===== config.mk =====
export PLATFORM = sky130hd
export DESIGN_NAME = alu_seq_ctrl
export DESIGN_NICKNAME = d
export VERILOG_FILES = /design/src/rtl/alu_seq_ctrl.sv
export SDC_FILE = /design/constraint.sdc
export NUM_CORES = 1
export LEC_CHECK = 0
export ABC_AREA = 1
export ABC_CLOCK_PERIOD_IN_PS = 3790
export CAP_MARGIN = 30
export CORE_UTILIZATION = 40
export CTS_BUF_LIST = sky130_fd_sc_hd__clkbuf_16
export CTS_CLUSTER_DIAMETER = 80
export CTS_CLUSTER_SIZE = 12
export DETAILED_ROUTE_END_ITERATION = 7
export HOLD_SLACK_MARGIN = 0.02
export PLACE_DENSITY = 0.64
export SKIP_LAST_GASP = 1
export SYNTH_ARGS = -nofsm -noshare
export SYNTH_HDL_FRONTEND = slang
export SYNTH_SLANG_ARGS = --single-unit

===== constraint.sdc =====
create_clock -name clk -period 3.79 [get_ports clk]
set_clock_uncertainty 0.15 [all_clocks]
set_input_delay 0.758 -clock clk [delete_from_list [all_inputs] [get_ports clk]]
set_output_delay 0.758 -clock clk [all_outputs]
set_load 0.05 [all_outputs]

===== src/rtl/alu_seq_ctrl.sv =====
// alu_seq_ctrl: command sequencer and register file in front of the 8-bit ALU.
// Define ALUSEQ_IMM_EN to let cmd_imm replace reg[rb] as operand B.
module alu_seq_ctrl #(
   parameter int REG_AW = 2
) (
   input  logic              clk,
   input  logic              reset,
   input  logic              cmd_valid,
   output logic              cmd_ready,
   input  logic [3:0]        cmd_op,
   input  logic [REG_AW-1:0] cmd_ra,
   input  logic [REG_AW-1:0] cmd_rb,
   input  logic [REG_AW-1:0] cmd_rd,
   input  logic [7:0]        cmd_imm,
   input  logic              cmd_imm_sel,
   input  logic              reg_we,
   input  logic [REG_AW-1:0] reg_waddr,
   input  logic [7:0]        reg_wdata,
   input  logic [REG_AW-1:0] dbg_addr,
   output logic [7:0]        dbg_data,
   output logic [7:0]        alu_a,
   output logic [7:0]        alu_b,
   output logic [3:0]        alu_opcode,
   input  logic [7:0]        alu_y,
   input  logic              alu_n,
   input  logic              alu_z,
   input  logic              alu_c,
   input  logic              alu_v,
   output logic              done,
   output logic              err,
   output logic [3:0]        flags
);
   localparam int DEPTH = 2 ** REG_AW;
   typedef enum logic [2:0] {IDLE, READ, EXEC, WRITE, ERR} state_t;
   state_t            state_q;
   logic [7:0]        regs_q [DEPTH];
   logic [3:0]        op_q, alu_op_q, nzcv_q, flags_q;
   logic [REG_AW-1:0] ra_q, rb_q, rd_q;
   logic [7:0]        alu_a_q, alu_b_q, y_q, b_sel;
   logic              done_q, err_q, op_ok;
   assign op_ok = cmd_op != 4'd0 && cmd_op <= 4'd9;
`ifdef ALUSEQ_IMM_EN
   logic [7:0] imm_q;
   logic       imm_sel_q;
   always_ff @(posedge clk) begin
      if (reset) begin
         imm_q     <= '0;
         imm_sel_q <= 1'b0;
      end else if (state_q == IDLE && cmd_valid) begin
         imm_q     <= cmd_imm;
         imm_sel_q <= cmd_imm_sel;
      end
   end
   assign b_sel = imm_sel_q ? imm_q : regs_q[rb_q];
`else
   logic unused_imm;
   assign unused_imm = ^{cmd_imm, cmd_imm_sel};
   assign b_sel = regs_q[rb_q];
`endif
   always_ff @(posedge clk) begin
      if (reset) begin
         state_q  <= IDLE;
         for (int i = 0; i < DEPTH; i++) regs_q[i] <= '0;
         op_q     <= '0;
         ra_q     <= '0;
         rb_q     <= '0;
         rd_q     <= '0;
         alu_a_q  <= '0;
         alu_b_q  <= '0;
         alu_op_q <= '0;
         y_q      <= '0;
         nzcv_q   <= '0;
         flags_q  <= '0;
         done_q   <= 1'b0;
         err_q    <= 1'b0;
      end else begin
         done_q <= 1'b0;
         err_q  <= 1'b0;
         case (state_q)
            IDLE: begin
               // a direct load lands before the accepted command's READ
               if (reg_we) regs_q[reg_waddr] <= reg_wdata;
               if (cmd_valid) begin
                  op_q    <= cmd_op;
                  ra_q    <= cmd_ra;
                  rb_q    <= cmd_rb;
                  rd_q    <= cmd_rd;
                  state_q <= op_ok ? READ : ERR;
                  done_q  <= !op_ok;
                  err_q   <= !op_ok;
               end
            end
            READ: begin
               alu_a_q  <= regs_q[ra_q];
               alu_b_q  <= b_sel;
               alu_op_q <= op_q;
               state_q  <= EXEC;
            end
            EXEC: begin
               y_q      <= alu_y;
               nzcv_q   <= {alu_n, alu_z, alu_c, alu_v && (op_q == 4'd8 || op_q == 4'd9)};
               alu_op_q <= '0;
               done_q   <= 1'b1;
               state_q  <= WRITE;
            end
            WRITE: begin
               regs_q[rd_q] <= y_q;
               flags_q      <= nzcv_q;
               state_q      <= IDLE;
            end
            ERR:     state_q <= IDLE;
            default: state_q <= IDLE;
         endcase
      end
   end
   assign cmd_ready  = state_q == IDLE;
   assign dbg_data   = regs_q[dbg_addr];
   assign alu_a      = alu_a_q;
   assign alu_b      = alu_b_q;
   assign alu_opcode = alu_op_q;
   assign done       = done_q;
   assign err        = err_q;
   assign flags      = flags_q;
endmodule


==> impl_metrics.tcl, run 1 <==
set metrics [dict create \
    final_antenna_net_count 0 \
    ys_types 27 \
    cp.depth 6 \
    area_growth_pct 28.2 \
    postSynthAreaPerCell_um2 7.87 \
    clock_latency_ns 0.33 \
    grt_first_pass_wirelength_um 14500 \
    syn_nets 552 \
    cp_slowest_cell "clkdlybuf4s50_1" \
    synth_area_leaders "dfxtp_1 26%, edfxtp_1 24%, a21oi_1 11%" \
    synthArstFlopShare_pct 0 \
    grt_pass1_vias 3147 \
    via_per_inst 4.83 \
    hold_buffers 0 \
    numCtsBuffers 9 \
    top_usage_layer "met2" \
    arrival_ns 2.31 \
    via_count 3383 \
    syn_area_um2 3970 \
    crit_required_ns 2.88 \
    relSlewSlack_pct 37.6 \
    ys_seq_elements 83 \
    yosysWarningCount 0 \
    timing_worst_setup_path_type "in -> out" \
    placed_area_um2 4820 \
    grtUsageTotal_pct 17.8 \
    layout.nets 610 \
    cp-endpoint "dbg_data[5]" \
    io_pins 82 \
    rsz0062_at_grt "false" \
    synth_edf_count 32 \
    end_kind "output pin" \
    switchingPower_mw 0.714 \
    gp_congestion 0.829 \
    postLayoutCellArea_um2 5090 \
    use_met3_pct 2.35 \
    p_per_area_nw_per_um2 460 \
    yosysSeqAreaShare_pct 49.9 \
    drc 0 \
    rows 36 \
    drt_iter0_markers 156 \
    crit-reg2reg-capture "regs_q[3][2]" \
    min-delay-start "y_q[6]" \
    hold_viol_final 0 \
    met1_usage_pct 23.3 \
    overflow 0 \
    wl_per_cell_um 11.9 \
    die_h_um 102 \
    worst_slew_pin_slew_ns 0.935 \
    pwr-share-clk_pct 34.3 \
    p_total_mw 2.34 \
    antenna_found_initial 0 \
    path_clk_slew_ns 0.06 \
    dpl.hpwl_um 6380 \
    postCtsSetupBuffers 0 \
    crit_chain "clkdlybuf4s50_1 > inv_1 > o21ai_0 > a21oi_1 > a21oi_1 > buf_12" \
    rrSetupSlack_ns 1.59 \
    p_sw_share_pct 30.5 \
    crit_buf_inv 3 \
    antenna_cells 0 \
    leakagePower_nw 2.07 \
    cp-start-kind "input port" \
    cts.repair.resized 0 \
    postSynthCellCount 505 \
    worstHoldPathType "reg -> reg" \
    synth_ff_type "dfxtp_1" \
    cts_tree "yes" \
    synth_top_area_share_pct 25.7 \
    grt_use_met2_pct 29.7 \
    root_buffer "clkbuf_16" \
    clockBufferDepth 2 \
    reg2reg_depth 6 \
    irDropWorstVdd_uv 186 \
    first_pass_iters 5 \
    port_buffers 72 \
    worst-path-max-fanout 24 \
    finalWirelength_um 8340 \
    path_delay_family "buffers and inverters" \
    min_period_over_period_pct 84.9 \
    fin_util_pct 52.6 \
    path_common_cell "a21oi_1" \
    cts_max_level 3 \
    drive_gt1_share_pct 7.57 \
    timing.final.crit_period_ns 3.22 \
    p_int_mw 1.63 \
    maxCapViolations 0 \
    whs_ns 0.300 \
    nFillCells 949 \
    drv_slew 0 \
    die_area_um2 10300 \
    status "finished clean" \
    setup_viol 0 \
    crit_start "dbg_addr[0]" \
    numClockSinks 83 \
    fmaxAchievable_mhz 311 \
    synth.largest_area_cell "dfxtp_1" \
    rr_startpoint "state_q[1]" \
    slowest_delay_ns 0.49 \
    tns_ns 0 \
    p_seq_share_pct 45.2 \
    grt_max_degree 39 \
    p_comb_share_pct 20.5 \
    initial_core_util_pct 41.0 \
    core_um2 9680 \
    die_width_um 102 \
]
## synth_stat cells (3+ instances only)
| cell | count |
|---|---|
| a21oi_1 | 91 |
| inv_1 | 77 |
| nand2_1 | 64 |
| o21ai_0 | 55 |
| dfxtp_1 | 51 |
| nor2_1 | 46 |
| edfxtp_1 | 32 |
| nand3_1 | 22 |
| buf_2 | 16 |
| o211ai_1 | 16 |
| clkbuf_1 | 8 |
| buf_4 | 3 |
| inv_2 | 3 |
| nand2_4 | 3 |
## routing by layer
| metal | wire length [um] | part of all wire [%] |
|---|---|---|
| met1 | 3940 | 47 |
| met2 | 3880 | 47 |
| met3 | 387 | 4.6 |
| met4 | 126 | 1.5 |
| met5 | 0 | 0 |
## worst min path at each step
stage	end	slack (ns)	cells past startpoint
5_1_grt	y_q[1]	0.33	2
3_3_place_gp	nzcv_q[3]	0.28	2
6_report	y_q[6]	0.30	2
3_5_place_dp	y_q[6]	0.29	2
2_1_floorplan	flags[0]	0.26	2
4_1_cts	y_q[6]	0.30	2
## cell type report
cell class | instances | area [um^2] | share of cell area (%)
flip-flops and latches | 83 | 1980 | 38.9
multi-input cells | 312 | 1530 | 30.1
repair buffers | 77 | 838 | 16.5
inverters | 80 | 300 | 5.89
clock buffers | 9 | 225 | 4.42
well taps | 133 | 166 | 3.27
clock inverters | 7 | 50.0 | 0.982
## metrics by stage
| stage | cells | setup slack (ns) |
|---|---|---|
| after global routing | 701 | 0.453 |
| after global placement | 685 | 0.602 |
| after CTS | 701 | 0.569 |
| final | 701 | 0.571 |
| after floorplan | 505 | 0.776 |
| after detailed placement | 685 | 0.590 |
## worst min-delay path, delay by kind of cell, from the launching register on
family	cells	cell delay [ns]
AOI/OAI and AO/OA	1	0.05
buffers and inverters	1	0.06
DFF	1	0.30
## sequential cells by signal (all words and copies together) (netlist names)
name,count
nzcv_q,4
op_q,4
done,1
alu_opcode,4
alu_b,8
y_q,8
state_q,3
alu_a,8
flags,4
regs_q,32
err,1
rd_q,2
rb_q,2
ra_q,2
## power groups by stage
| stage | Combinational [mW] | Sequential [mW] | Clock, mW |
|---|---|---|---|
| floorplan | 0.270 | 1.12 | 0 |
| global placement | 0.476 | 1.08 | 0 |
| detailed placement | 0.484 | 1.08 | 0 |
| CTS | 0.485 | 1.06 | 0.814 |
| global route | 0.530 | 1.07 | 0.850 |
| finish | 0.482 | 1.06 | 0.804 |
## placed cells by master, fill, tap and decap left out, drive strengths merged
cell type and count:
a21oi 91, clkbuf 9, buf 13, clkinv 3
nor3 2, clkdlybuf4s50 64, dfxtp 51, or2 1
nand3 23, nand4 3, nor2 49, o21ai 59
o211ai 16, nand2 68, clkinvlp 2, edfxtp 32
inv 82
## logic make-up after synthesis
family	Yosys count	synth area share, %
AOI/OAI and AO/OA	166	22.3
buffers and inverters	110	11.6
DFF	83	49.9
and+or+nand+nor	146	16.3
(Power assumes the default switching activity.)
==> run 2, diff against run 1 <==
--- a/config.mk
+++ b/config.mk
@@ -6,7 +6,7 @@
 export NUM_CORES = 1
 export LEC_CHECK = 0
 export ABC_AREA = 1
-export ABC_CLOCK_PERIOD_IN_PS = 3790
+export ABC_CLOCK_PERIOD_IN_PS = 3020
 export CAP_MARGIN = 30
 export CORE_UTILIZATION = 40
 export CTS_BUF_LIST = sky130_fd_sc_hd__clkbuf_16
==> constraint.sdc (replaced) <==
create_clock -name clk -period 3.02 [get_ports clk]
set_clock_uncertainty 0.15 [all_clocks]
set_input_delay 0.604 -clock clk [delete_from_list [all_inputs] [get_ports clk]]
set_output_delay 0.604 -clock clk [all_outputs]
set_load 0.05 [all_outputs]
==> impl_metrics.tcl, run 2 (synthesis gave the netlist of run 1 again) <==
set metrics [dict create \
    status "finished clean" \
    rows 36 \
    via_per_inst 4.81 \
    drc 0 \
    setup_viol 0 \
    largest_reg_flops 32 \
    crit_required_ns 2.27 \
    crit_chain "clkdlybuf4s50_1 > inv_1 > buf_4 > a21oi_1 > a21oi_1 > buf_12" \
    hold_buffers 0 \
    cts_tree "yes" \
    drive_gt1_share_pct 7.89 \
    end_kind "output pin" \
    cts_max_level 3 \
    worstHoldPathType "reg -> reg" \
    io_pins 82 \
    path_common_cell "a21oi_1" \
    drt_iter0_markers 140 \
    worst_slew_pin_slew_ns 0.965 \
    irDropWorstVdd_uv 361 \
    grt_pass1_vias 3072 \
    placed_area_um2 4830 \
    timing.final.crit_period_ns 2.91 \
    gp_congestion 0.848 \
    fin_ws_ns 0.114 \
    tns_ns 0 \
    grt_max_degree 39 \
    arrival_ns 2.15 \
    cp-start-kind "input port" \
    finalWirelength_um 8500 \
    die_area_um2 10300 \
    dpl.hpwl_um 6420 \
    wl_per_cell_um 12.1 \
    drv_slew 0 \
    cp_slowest_cell "clkdlybuf4s50_1" \
    via_count 3383 \
    grtUsageTotal_pct 18.1 \
    die_h_um 102 \
    root_buffer "clkbuf_16" \
    mostFrequentLayoutCell "a21oi_1" \
    grt_first_pass_wirelength_um 14500 \
    postLayoutCellArea_um2 5130 \
    port_buffers 72 \
    slowest_delay_ns 0.42 \
    p_total_mw 3.05 \
    final_antenna_net_count 0 \
    numCtsBuffers 9 \
    layout.nets 612 \
    antenna_cells 0 \
    dp_cells 687 \
    leakagePower_nw 2.09 \
    area_growth_pct 29.2 \
    preCtsSetupSlack_ns 0.122 \
    p_per_area_nw_per_um2 593 \
    numClockSinks 83 \
    stdcell_count 703 \
    maxCapViolations 0 \
    fin_util_pct 53.0 \
    clockBufferDepth 2 \
    die_width_um 102 \
    mostFrequentLayoutCells "91 x a21oi_1, 77 x inv_1, 64 x nand2_1, 64 x clkdlybuf4s50_1, 55 x o21ai_0" \
    clock_latency_ns 0.34 \
    path_clk_slew_ns 0.06 \
    worst-path-max-fanout 21 \
    whs_ns 0.302 \
    rsz0062_at_grt "false" \
    initial_core_util_pct 41.0 \
    fmaxAchievable_mhz 344 \
    regMostFlops "regs_q" \
    postCtsSetupBuffers 0 \
    first_pass_iters 5 \
    min_period_over_period_pct 96.2 \
    relSlewSlack_pct 35.6 \
    antenna_found_initial 0 \
    cts.repair.resized 0 \
    timing_worst_setup_path_type "in -> out" \
    hold_viol_final 0 \
    overflow 0 \
    core_um2 9680 \
]
## run 2: cell types whose count changed in the layout (fill, tap and decap cells not counted), sizes merged
cell,before,now
inv,82,83
buf,13,15
clkinv,3,1
bufinv,0,1
## run 2: power by group
group	internal (mW)	leakage [nW]	total (mW)	switching [mW]
sequential	1.26	0.750	1.33	0.0745
combinational	0.233	1.20	0.607	0.374
clock	0.646	0.140	1.11	0.461
total	2.14	2.09	3.05	0.910
## run 2: worst paths after layout
| path | from | slack, ns | end | cells past startpoint |
|---|---|---|---|---|
| worst max-delay path | dbg_addr[0] | 0.11 | dbg_data[3] | 6 |
| worst min-delay path | y_q[6] | 0.30 | y_q[6] | 2 |
| worst max register to register | state_q[1] | 0.93 | regs_q[0][6] | 6 |
| worst min register to register | y_q[6] | 0.30 | y_q[6] | 2 |
## run 2: final cells by class
type | instances | area (um^2)
Timing Repair Buffer | 79 | 853
Multi-Input combinational cell | 312 | 1530
Clock inverter | 7 | 75.1
Clock buffer | 9 | 225
Fill cell | 906 | 4550
Inverter | 80 | 300
Sequential cell | 83 | 1980
Tap cell | 133 | 166
## run 2: worst max-delay path, delay by kind of cell
| kind | cells | cell delay (ns) |
|---|---|---|
| buf+inv | 4 | 1.20 |
| compound gates | 2 | 0.34 |
## run 2: metal layers
layer	global-route usage, %	routed length [um]
met1	24.2	4120
met2	28.3	3790
met3	4.35	430
met4	6.69	156
met5	0	0
==> run 3, diff against run 2 <==
--- a/config.mk
+++ b/config.mk
@@ -13,8 +13,9 @@
 export CTS_CLUSTER_DIAMETER = 80
 export CTS_CLUSTER_SIZE = 12
 export DETAILED_ROUTE_END_ITERATION = 7
+export GPL_TIMING_DRIVEN = 0
 export HOLD_SLACK_MARGIN = 0.02
-export PLACE_DENSITY = 0.64
+export PLACE_DENSITY = 0.73
 export SKIP_LAST_GASP = 1
 export SYNTH_ARGS = -nofsm -noshare
 export SYNTH_HDL_FRONTEND = slang
==> impl_metrics.tcl, run 3 (synthesis gave the netlist of run 1 again) <==
set metrics [dict create \
    grt_pass1_vias 3336 \
    wl_per_cell_um 13.3 \
    p_comb_share_pct 20.8 \
    fmaxAchievable_mhz 340 \
    path_clk_slew_ns 0.06 \
    p_int_mw 2.11 \
    cp-start-kind "input port" \
    p_seq_share_pct 43.2 \
    rsz0062_at_grt "false" \
    leakagePower_nw 2.12 \
    dp_cells 708 \
    final_antenna_net_count 0 \
    numCtsBuffers 9 \
    switchingPower_mw 0.913 \
    timing.final.crit_period_ns 2.94 \
    grtUsageTotal_pct 19.7 \
    pwr-share-clk_pct 36.0 \
    worst_slew_pin_slew_ns 0.693 \
    timing_worst_setup_path_type "in -> out" \
    core_um2 9680 \
    initial_core_util_pct 41.0 \
    area_growth_pct 28.6 \
    clockBufferDepth 2 \
    rrSetupSlack_ns 0.94 \
    arrival_ns 2.19 \
    finalWirelength_um 9630 \
    relSlewSlack_pct 53.6 \
    grt_first_pass_wirelength_um 15900 \
    mostFrequentLayoutCell "a21oi_1" \
    min_period_over_period_pct 97.5 \
    worst-path-max-fanout 10 \
    setup_viol 0 \
    p_total_mw 3.02 \
    maxCapViolations 0 \
    mostFrequentLayoutCells "91 x a21oi_1, 79 x inv_1, 64 x nand2_1, 62 x clkdlybuf4s50_1, 55 x o21ai_0" \
    drive_gt1_share_pct 9.98 \
    layout.nets 633 \
    fin_util_pct 52.8 \
    fin_ws_ns 0.0765 \
    status "finished clean" \
    regMostFlops "regs_q" \
    numClockSinks 83 \
    clock_latency_ns 0.33 \
    via_per_inst 4.99 \
    drt_iter0_markers 142 \
    end_kind "output pin" \
    crit_required_ns 2.27 \
    drc 0 \
    drv_slew 0 \
    first_pass_iters 5 \
    stdcell_count 724 \
    cts_max_level 3 \
    io_pins 82 \
    grt_max_degree 15 \
    largest_reg_flops 32 \
    overflow 0 \
    hold_viol_final 0 \
    root_buffer "clkbuf_16" \
    cts_tree "yes" \
    p_sw_share_pct 30.2 \
    gp_congestion 0.937 \
    port_buffers 70 \
    dpl.hpwl_um 7510 \
    antenna_cells 0 \
    placed_area_um2 4840 \
    preCtsSetupSlack_ns -0.456 \
    irDropWorstVdd_uv 302 \
    antenna_found_initial 0 \
    worstHoldPathType "reg -> reg" \
    nFillCells 931 \
    die_width_um 102 \
    postCtsSetupBuffers 0 \
    p_per_area_nw_per_um2 591 \
    postLayoutCellArea_um2 5110 \
    rows 36 \
    die_h_um 102 \
    via_count 3610 \
    die_area_um2 10300 \
]
[run 3: path summary, 6_finish.rpt]
| check | end | cells past startpoint | start |
|---|---|---|---|
| setup / recovery | dbg_data[6] | 7 | dbg_addr[1] |
| hold / removal | flags[0] | 2 | nzcv_q[0] |
| setup reg to reg | regs_q[3][5] | 7 | state_q[1] |
| hold reg to reg | flags[0] | 2 | nzcv_q[0] |
[run 3: per-layer routing]
layer	wire length [um]	part of all wire, %	track usage (%)	up-vias
li1	-	-	-	1832
met1	4400	46	25.9	1641
met2	4570	48	33.5	124
met3	526	5.5	2.28	13
met4	126	1.3	6.69	0
met5	0	0	0	-
[run 3: critical path, stage by stage]
cell,delay (ns)
clkdlybuf4s50_1,0.44
inv_1,0.17
buf_2,0.25
o21ai_0,0.15
a21oi_1,0.17
a21oi_1,0.06
clkdlybuf4s15_2,0.34
[run 3: final cells by class]
cell class	count	area, um^2	share of cell area, %
clock buffer	9	225	4.41
tap	133	166	3.26
buffer	30	160	3.13
sequential	83	1980	38.8
timing repair buffer	70	673	13.2
inverter	80	300	5.88
multi-input combinational	312	1530	30.0
clock inverter	7	70.1	1.37
[run 3: repair_timing]
| action | in CTS | in global routing |
|---|---|---|
| setup endpoints to repair | 8 | 7 |
| gates resized for setup | 15 | 13 |
| hold buffers | 0 | 0 |
| cloned | 0 | 0 |
[run 3: power by group through the flow]
stage	Clock, mW	Sequential (mW)	Combinational (mW)
floorplan	0	1.41	0.339
global placement	0	1.32	0.621
detailed placement	0	1.33	0.635
CTS	1.09	1.30	0.631
global route	1.14	1.31	0.689
finish	1.09	1.31	0.629
[run 3: per-stage QoR]
stage / hold slack, ns / setup TNS, ns
5_1_grt: 0.320 / 0
4_1_cts: 0.299 / 0
2_1_floorplan: 0.264 / 0
6_report: 0.299 / 0
3_3_place_gp: 0.279 / -3.02
3_5_place_dp: 0.284 / -3.21
